===== src/rtl/polar_pkg.sv =====
// Shared constants, CORDIC arctangent table and FSM state type for the
// rectangular-to-polar converter (vector_angle).
package polar_pkg;

    localparam int ITER_COUNT = 12;  // CORDIC micro-rotations, one per cycle
    localparam int ANGLE_BITS = 10;  // output angle: 1024 units per turn
    localparam int ACC_BITS   = 16;  // accumulator: 65536 units per turn
    localparam int IN_BITS    = 10;  // signed input coordinates
    localparam int DP_BITS    = 13;  // X/Y datapath width, headroom for CORDIC gain
    localparam int MAG_BITS   = 11;  // unsigned magnitude output
    localparam int GAIN_RECIP = 622; // 1024 / 1.6468, undoes the CORDIC gain
    localparam int GAIN_SHIFT = 10;

    localparam logic [ACC_BITS-1:0] HALF_TURN   = 16'd32768;
    localparam logic [ACC_BITS-1:0] ANGLE_ROUND = 16'd32;   // half an output LSB
    localparam int                  ANGLE_SHIFT = ACC_BITS - ANGLE_BITS;

    // atan(2^-i) in 65536-per-turn units; entry i sits at index i.
    localparam logic [ITER_COUNT-1:0][ACC_BITS-1:0] ATAN_TABLE = {
        16'd5,   16'd10,  16'd20,   16'd41,   16'd81,   16'd163,
        16'd326, 16'd651, 16'd1297, 16'd2555, 16'd4836, 16'd8192
    };

    typedef enum logic [1:0] {
        IDLE = 2'd0,
        PREP = 2'd1,
        ITER = 2'd2,
        OUT  = 2'd3
    } state_t;

endpackage


===== src/rtl/cordic_atan_rom.sv =====
// Combinational arctangent lookup: iteration index -> atan(2^-i) in
// accumulator units. Indices past the table return zero.
module cordic_atan_rom
    import polar_pkg::*;
(
    input  logic [3:0]          idx,
    output logic [ACC_BITS-1:0] atan
);

    // Table lookup with a zero default for unused indices.
    always_comb begin
        atan = '0;
        if (idx < 4'(ITER_COUNT)) begin
            atan = ATAN_TABLE[idx];
        end
    end

endmodule


===== src/rtl/vector_angle.sv =====
// Rectangular-to-polar converter: iterative CORDIC vectoring, one
// micro-rotation per cycle. angle_o = atan2(y, x) in 1024-per-turn units,
// matching the playfield angle used by the rotator.
// Build option: define POLAR_MAG_EN to add the mag_o port and the
// gain-corrected magnitude path.
module vector_angle
    import polar_pkg::*;
(
    input  logic                      clk,
    input  logic                      rst,
    input  logic                      start,
    input  logic signed [IN_BITS-1:0] x_i,
    input  logic signed [IN_BITS-1:0] y_i,
    output logic                      busy,
    output logic                      done,
    output logic [ANGLE_BITS-1:0]     angle_o
`ifdef POLAR_MAG_EN
    ,
    output logic [MAG_BITS-1:0]       mag_o
`endif
);

    localparam logic [3:0] LAST_ITER = 4'(ITER_COUNT - 1);

    state_t                    state;
    state_t                    state_nxt;
    logic signed [DP_BITS-1:0] x_r;
    logic signed [DP_BITS-1:0] y_r;
    logic signed [DP_BITS-1:0] x_sh;
    logic signed [DP_BITS-1:0] y_sh;
    logic signed [DP_BITS-1:0] x_nxt;
    logic signed [DP_BITS-1:0] y_nxt;
    logic [ACC_BITS-1:0]       acc_r;
    logic [ACC_BITS-1:0]       acc_nxt;
    logic [ACC_BITS-1:0]       acc_rnd;
    logic [ACC_BITS-1:0]       atan_val;
    logic [ANGLE_BITS-1:0]     angle_nxt;
    logic [3:0]                iter_cnt;
    logic                      zero_r;
    logic                      last_iter;

    cordic_atan_rom u_atan_rom (
        .idx  (iter_cnt),
        .atan (atan_val)
    );

    assign last_iter = (state == ITER) && (iter_cnt == LAST_ITER);
    assign busy      = (state != IDLE);
    assign done      = (state == OUT);

    // FSM state register.
    always_ff @(posedge clk) begin
        // NOTE: state is updated with non-blocking assignments so every register samples pre-edge values.
        if (rst) begin
            state <= IDLE;
        end else begin
            state <= state_nxt;
        end
    end

    // Next-state logic; start is only looked at in IDLE, so requests while busy are dropped.
    always_comb begin
        // NOTE: default assigned first so no path leaves state_nxt unassigned and infers a latch.
        state_nxt = state;
        case (state)
            IDLE:    if (start) state_nxt = PREP;
            PREP:    state_nxt = ITER;
            ITER:    if (last_iter) state_nxt = OUT;
            OUT:     state_nxt = IDLE;
            default: state_nxt = IDLE;
        endcase
    end

    // One micro-rotation toward y = 0, plus the rounded angle it would produce.
    always_comb begin
        x_sh = x_r >>> iter_cnt;
        y_sh = y_r >>> iter_cnt;
        if (!y_r[DP_BITS-1]) begin
            x_nxt   = x_r + y_sh;
            y_nxt   = y_r - x_sh;
            acc_nxt = acc_r + atan_val;
        end else begin
            x_nxt   = x_r - y_sh;
            y_nxt   = y_r + x_sh;
            acc_nxt = acc_r - atan_val;
        end
        // Wrapping the 16-bit sum makes a full-turn result land on 0, not 1024.
        acc_rnd   = acc_nxt + ANGLE_ROUND;
        angle_nxt = ANGLE_BITS'(acc_rnd >> ANGLE_SHIFT);
    end

`ifdef POLAR_MAG_EN
    localparam int PROD_BITS = DP_BITS + GAIN_SHIFT;

    logic [PROD_BITS-1:0] mag_prod;
    logic [PROD_BITS-1:0] mag_scaled;
    logic [MAG_BITS-1:0]  mag_nxt;

    // Gain correction of the final X, saturated to the output range.
    always_comb begin
        mag_prod   = PROD_BITS'($unsigned(x_nxt)) * PROD_BITS'(GAIN_RECIP);
        mag_scaled = mag_prod >> GAIN_SHIFT;
        if (x_nxt[DP_BITS-1]) begin
            mag_nxt = '0;
        end else if (mag_scaled > PROD_BITS'((1 << MAG_BITS) - 1)) begin
            mag_nxt = '1;
        end else begin
            mag_nxt = MAG_BITS'(mag_scaled);
        end
    end
`endif

    // Datapath: capture on start, fold into the right half-plane, iterate, publish.
    always_ff @(posedge clk) begin
        // NOTE: datapath registers are reset as well, so an aborted conversion leaves nothing stale behind.
        if (rst) begin
            x_r      <= '0;
            y_r      <= '0;
            acc_r    <= '0;
            iter_cnt <= '0;
            zero_r   <= 1'b0;
            angle_o  <= '0;
`ifdef POLAR_MAG_EN
            mag_o    <= '0;
`endif
        end else begin
            case (state)
                IDLE: begin
                    if (start) begin
                        x_r <= {{(DP_BITS-IN_BITS){x_i[IN_BITS-1]}}, x_i};
                        y_r <= {{(DP_BITS-IN_BITS){y_i[IN_BITS-1]}}, y_i};
                    end
                end
                PREP: begin
                    zero_r   <= (x_r == '0) && (y_r == '0);
                    iter_cnt <= '0;
                    // Left half-plane: rotate by a half turn first so CORDIC converges.
                    if (x_r[DP_BITS-1]) begin
                        x_r   <= -x_r;
                        y_r   <= -y_r;
                        acc_r <= HALF_TURN;
                    end else begin
                        acc_r <= '0;
                    end
                end
                ITER: begin
                    x_r      <= x_nxt;
                    y_r      <= y_nxt;
                    acc_r    <= acc_nxt;
                    iter_cnt <= iter_cnt + 4'd1;
                    if (last_iter) begin
                        angle_o <= zero_r ? '0 : angle_nxt;
`ifdef POLAR_MAG_EN
                        mag_o   <= zero_r ? '0 : mag_nxt;
`endif
                    end
                end
                default: ;
            endcase
        end
    end

endmodule


===== config.mk =====
export PLATFORM = sky130hd
export DESIGN_NAME = vector_angle
export DESIGN_NICKNAME = d
export VERILOG_FILES = /design/src/rtl/polar_pkg.sv /design/src/rtl/cordic_atan_rom.sv /design/src/rtl/vector_angle.sv
export SDC_FILE = /design/constraint.sdc
export NUM_CORES = 1
export LEC_CHECK = 0
export CAP_MARGIN = 20
export CORE_ASPECT_RATIO = 1.4
export CORE_UTILIZATION = 60
export CTS_CLUSTER_DIAMETER = 150
export DETAILED_ROUTE_END_ITERATION = 8
export PLACE_DENSITY = 0.79
export SETUP_SLACK_MARGIN = 0.15
export SYNTH_ARGS = -nofsm -noshare
export SYNTH_HDL_FRONTEND = slang
export SYNTH_SLANG_ARGS = --single-unit

===== constraint.sdc =====
create_clock -name clk -period 8.2 [get_ports clk]
set_input_delay 2.05 -clock clk [delete_from_list [all_inputs] [get_ports clk]]
set_output_delay 2.05 -clock clk [all_outputs]
set_load 0.01 [all_outputs]

==> metrics.yaml <==
synth:
  ys_async_sr_fraction_pct: 0
  yosysTopAreaCellShare_pct: 19.4
  synth_nets: 1069
  synth.most_common_cell: "nor2_1"
  synthCells: 987
  synth_area_leader_cell: "dfxtp_1"
  synth_seq_cells: 73
  ys_seq_area_share_pct: 19.4
  yosysWarnings: 0
  synthTopCellsByArea: "dfxtp_1, ha_1, nor2_1"
  synth_ff_type: "dfxtp_1"
  synth.distinct_cells: 67
  synth_edf_count: 0
  syn_avg_cell_area_um2: 7.65
  synth_commonest_cells: "nor2_1, a21oi_1, nand2_1, dfxtp_1, ha_1"
  synthesis.area_um2: 7550
worst_setup_path:
  reg2reg_slack_ns: 3.04
  path_cells: "buf_4, mux4_2, mux4_2, inv_1, ha_1, nand3_1, nor3_2, nor2_1, xnor2_1, ha_1, or3_1, o21ai_0, a21oi_1, a22o_1, o21a_1, o21ai_0, a222oi_1, a311oi_1, nor2_1"
  reg2reg_to: "y_r[12]$_SDFFE_PP0P_"
  endpoint_kind: "flip-flop"
  arrival_ns: 5.39
  cp_slowest_cell: "dfxtp_1"
  max_stage_delay_ns: 0.78
  cpLargestDelayFamily: "compound AO/OA/AOI/OAI gates"
  worstPathRequired_ns: 8.43
  cp.buffers_inverters: 2
  path_max_fanout: 18
  reg2reg_depth: 19
  critPathLaunchType: "flip-flop"
  reg2reg_from: "iter_cnt[0]$_SDFFE_PP0N_"
  critical_path_class: "reg2reg"
timing:
  tightest_slew_ns: 0.951
  setup_tns_ns: 0
  fin_crit_ns: 5.16
  rsz0062_at_grt: "no"
  finClkSkew_ns: 0.00555
  post-route-period-util_pct: 62.9
  fmax_ghz: 0.194
  slew_headroom_pct: 36.4
  final_hold_viol_count: 0
  setup_viol: 0
  setup_ws_ns: 3.04
  drv_slew: 0
place:
  gp_congestion: 0.957
  dp_hpwl_mm: 14.9
  io_buffers: 34
  placed_area_um2: 7930
  place_ws_ns: 3.10
routing:
  antenna_left: 0
  dr.pass1.iters: 7
  drt_wl_total_mm: 20.7
  wl_per_cell_um: 18.1
  drc_errors: 0
  drt_iter0_markers: 495
  post_drt_via_cell_ratio: 6.54
  vias: 7450
clocking:
  cts_hold_buf: 0
  root_buffer: "clkbuf_16"
  clk_pin_slew_ns: 0.06
  cts_buffers: 9
  clockBufferDepth: 2
  h-tree-depth: 3
  ctsResizeCount: 0
  numClockSinks: 73
  postCtsSetupBuffers: 0
  cts_tree: "done"
  clock_latency_ns: 0.35
run_status:
  status: "finished clean"
floorplanning:
  rows: 48
  die_w_um: 96.8
  io_pins: 35
  dieArea_um2: 13000
  start_util_pct: 61.3
  fp.dieH_um: 135
  coreArea_um2: 12300
pwr:
  ir_worst_vdd_mv: 0.398
  leakage_uw: 0.00323
  power_density_nw_per_um2: 467
grt:
  grt_max_degree: 65
  grt_antenna_before_repair: 0
  grt_usage_pct: 32.4
  grt_pass1_vias: 7117
  grt_pass1_wl_mm: 33.9
  overflow: 0
job:
  maxCapViolCount: 0
worst_hold_path:
  worstHoldPathCells: 2
  min_from: "angle_o[7]$_SDFFE_PP0P_"
  hold_class: "reg2reg"
  hold_end: "angle_o[7]$_SDFFE_PP0P_"
final_layout:
  design_area_um2: 8230
  nFillCells: 1069
  layout.nets: 1066
  area_delta_synth_final_pct: 8.93
  drive_above_1_share_pct: 6.27
  antennaDiodeCount: 0
-- per-layer routing --
metal / global-route usage, % / up-vias / routed length, um
li1: - / 3597 / -
met1: 34.7 / 3489 / 7570
met2: 58.0 / 287 / 10500
met3: 5.12 / 77 / 1390
met4: 22.7 / 0 / 1240
met5: 0 / - / 0
-- worst max-delay path by stage --
stage / from / to / slack (ns) / depth (start not counted)
global placement: iter_cnt[0]$_SDFFE_PP0N_ / y_r[12]$_SDFFE_PP0P_ / 3.15 / 19
finish: iter_cnt[0]$_SDFFE_PP0N_ / y_r[12]$_SDFFE_PP0P_ / 3.04 / 19
floorplan: iter_cnt[2]$_SDFFE_PP0N_ / angle_o[9]$_SDFFE_PP0P_ / 3.59 / 20
detailed placement: iter_cnt[0]$_SDFFE_PP0N_ / y_r[12]$_SDFFE_PP0P_ / 3.10 / 19
CTS: iter_cnt[0]$_SDFFE_PP0N_ / y_r[12]$_SDFFE_PP0P_ / 3.06 / 19
global route: iter_cnt[0]$_SDFFE_PP0N_ / y_r[12]$_SDFFE_PP0P_ / 2.63 / 19
-- layout by cell type, fill, tap and decap left out, types with 6 or more instances in the layout --
cell and n:
clkbuf_16 9, mux4_2 13, nand2_1 78, o21ai_0 44
xnor2_1 48, a211oi_1 15, a21oi_1 86, a221oi_1 9
mux4_1 9, or3_1 18, nand2b_1 14, inv_1 36
o211ai_1 7, a22oi_1 18, xor2_1 30, ha_1 56
nor2b_1 15, a21o_1 8, dfxtp_1 72, buf_4 14
nand4_1 9, clkdlybuf4s50_1 33, nor4_1 7, nand3_1 17
and3_1 8, a22o_1 6, mux2i_1 20, a31oi_1 10
nor2_1 126, nor3_1 45, o21a_1 11, o31ai_1 8
-- where the power goes --
part           internal [uW]  total, uW  switching (uW)  leakage, uW
logic                   1230       2880            1650      0.00250
registers                416        547             131     0.000594
clock network            237        406             169     0.000139
total                   1890       3840            1950      0.00323
-- worst register-to-register path, delay by kind of cell, from the launching register on --
| kind | cells | cell delay [ns] |
|---|---|---|
| DFF | 1 | 0.78 |
| and+or+nand+nor | 5 | 0.84 |
| xor gates and xnor gates | 1 | 0.16 |
| AOI/OAI and AO/OA | 7 | 1.25 |
| adders and majority gates | 2 | 0.41 |
| muxes | 2 | 1.13 |
| buffers and inverters | 2 | 0.48 |
-- area by class of cell --
class | instances | area (um^2) | area share (%)
flip-flops and latches | 73 | 1460 | 17.8
well taps | 150 | 188 | 2.28
multi-input cells | 813 | 5690 | 69.2
clock buffers | 10 | 229 | 2.78
clock inverters | 6 | 67.6 | 0.821
repair buffers | 48 | 440 | 5.35
inverters | 39 | 146 | 1.78
-- kinds of logic after synthesis --
kind of cell | share of synthesized area (%)
adder cells (fa/ha/maj) | 10.1
AND/OR/NAND/NOR | 22.8
multiplexers | 10.4
flip-flops | 19.4
AO/OA/AOI/OAI | 22.6
XOR/XNOR | 9.35
buffers and inverters | 5.39
-- through the flow --
| stage | std cells | utilization [%] | hold slack [ns] | total power [uW] |
|---|---|---|---|---|
| after floorplan | 987 | - | 0.445 | 2810 |
| after global placement | 1123 | 64.4 | 0.433 | 3350 |
| after detailed placement | 1123 | 64.4 | 0.443 | 3380 |
| after CTS | 1139 | 66.8 | 0.456 | 3810 |
| after global routing | 1139 | 66.8 | 0.468 | 4170 |
| final | 1139 | 66.8 | 0.452 | 3840 |
No activity file was read; power rests on OpenSTA's default activity.
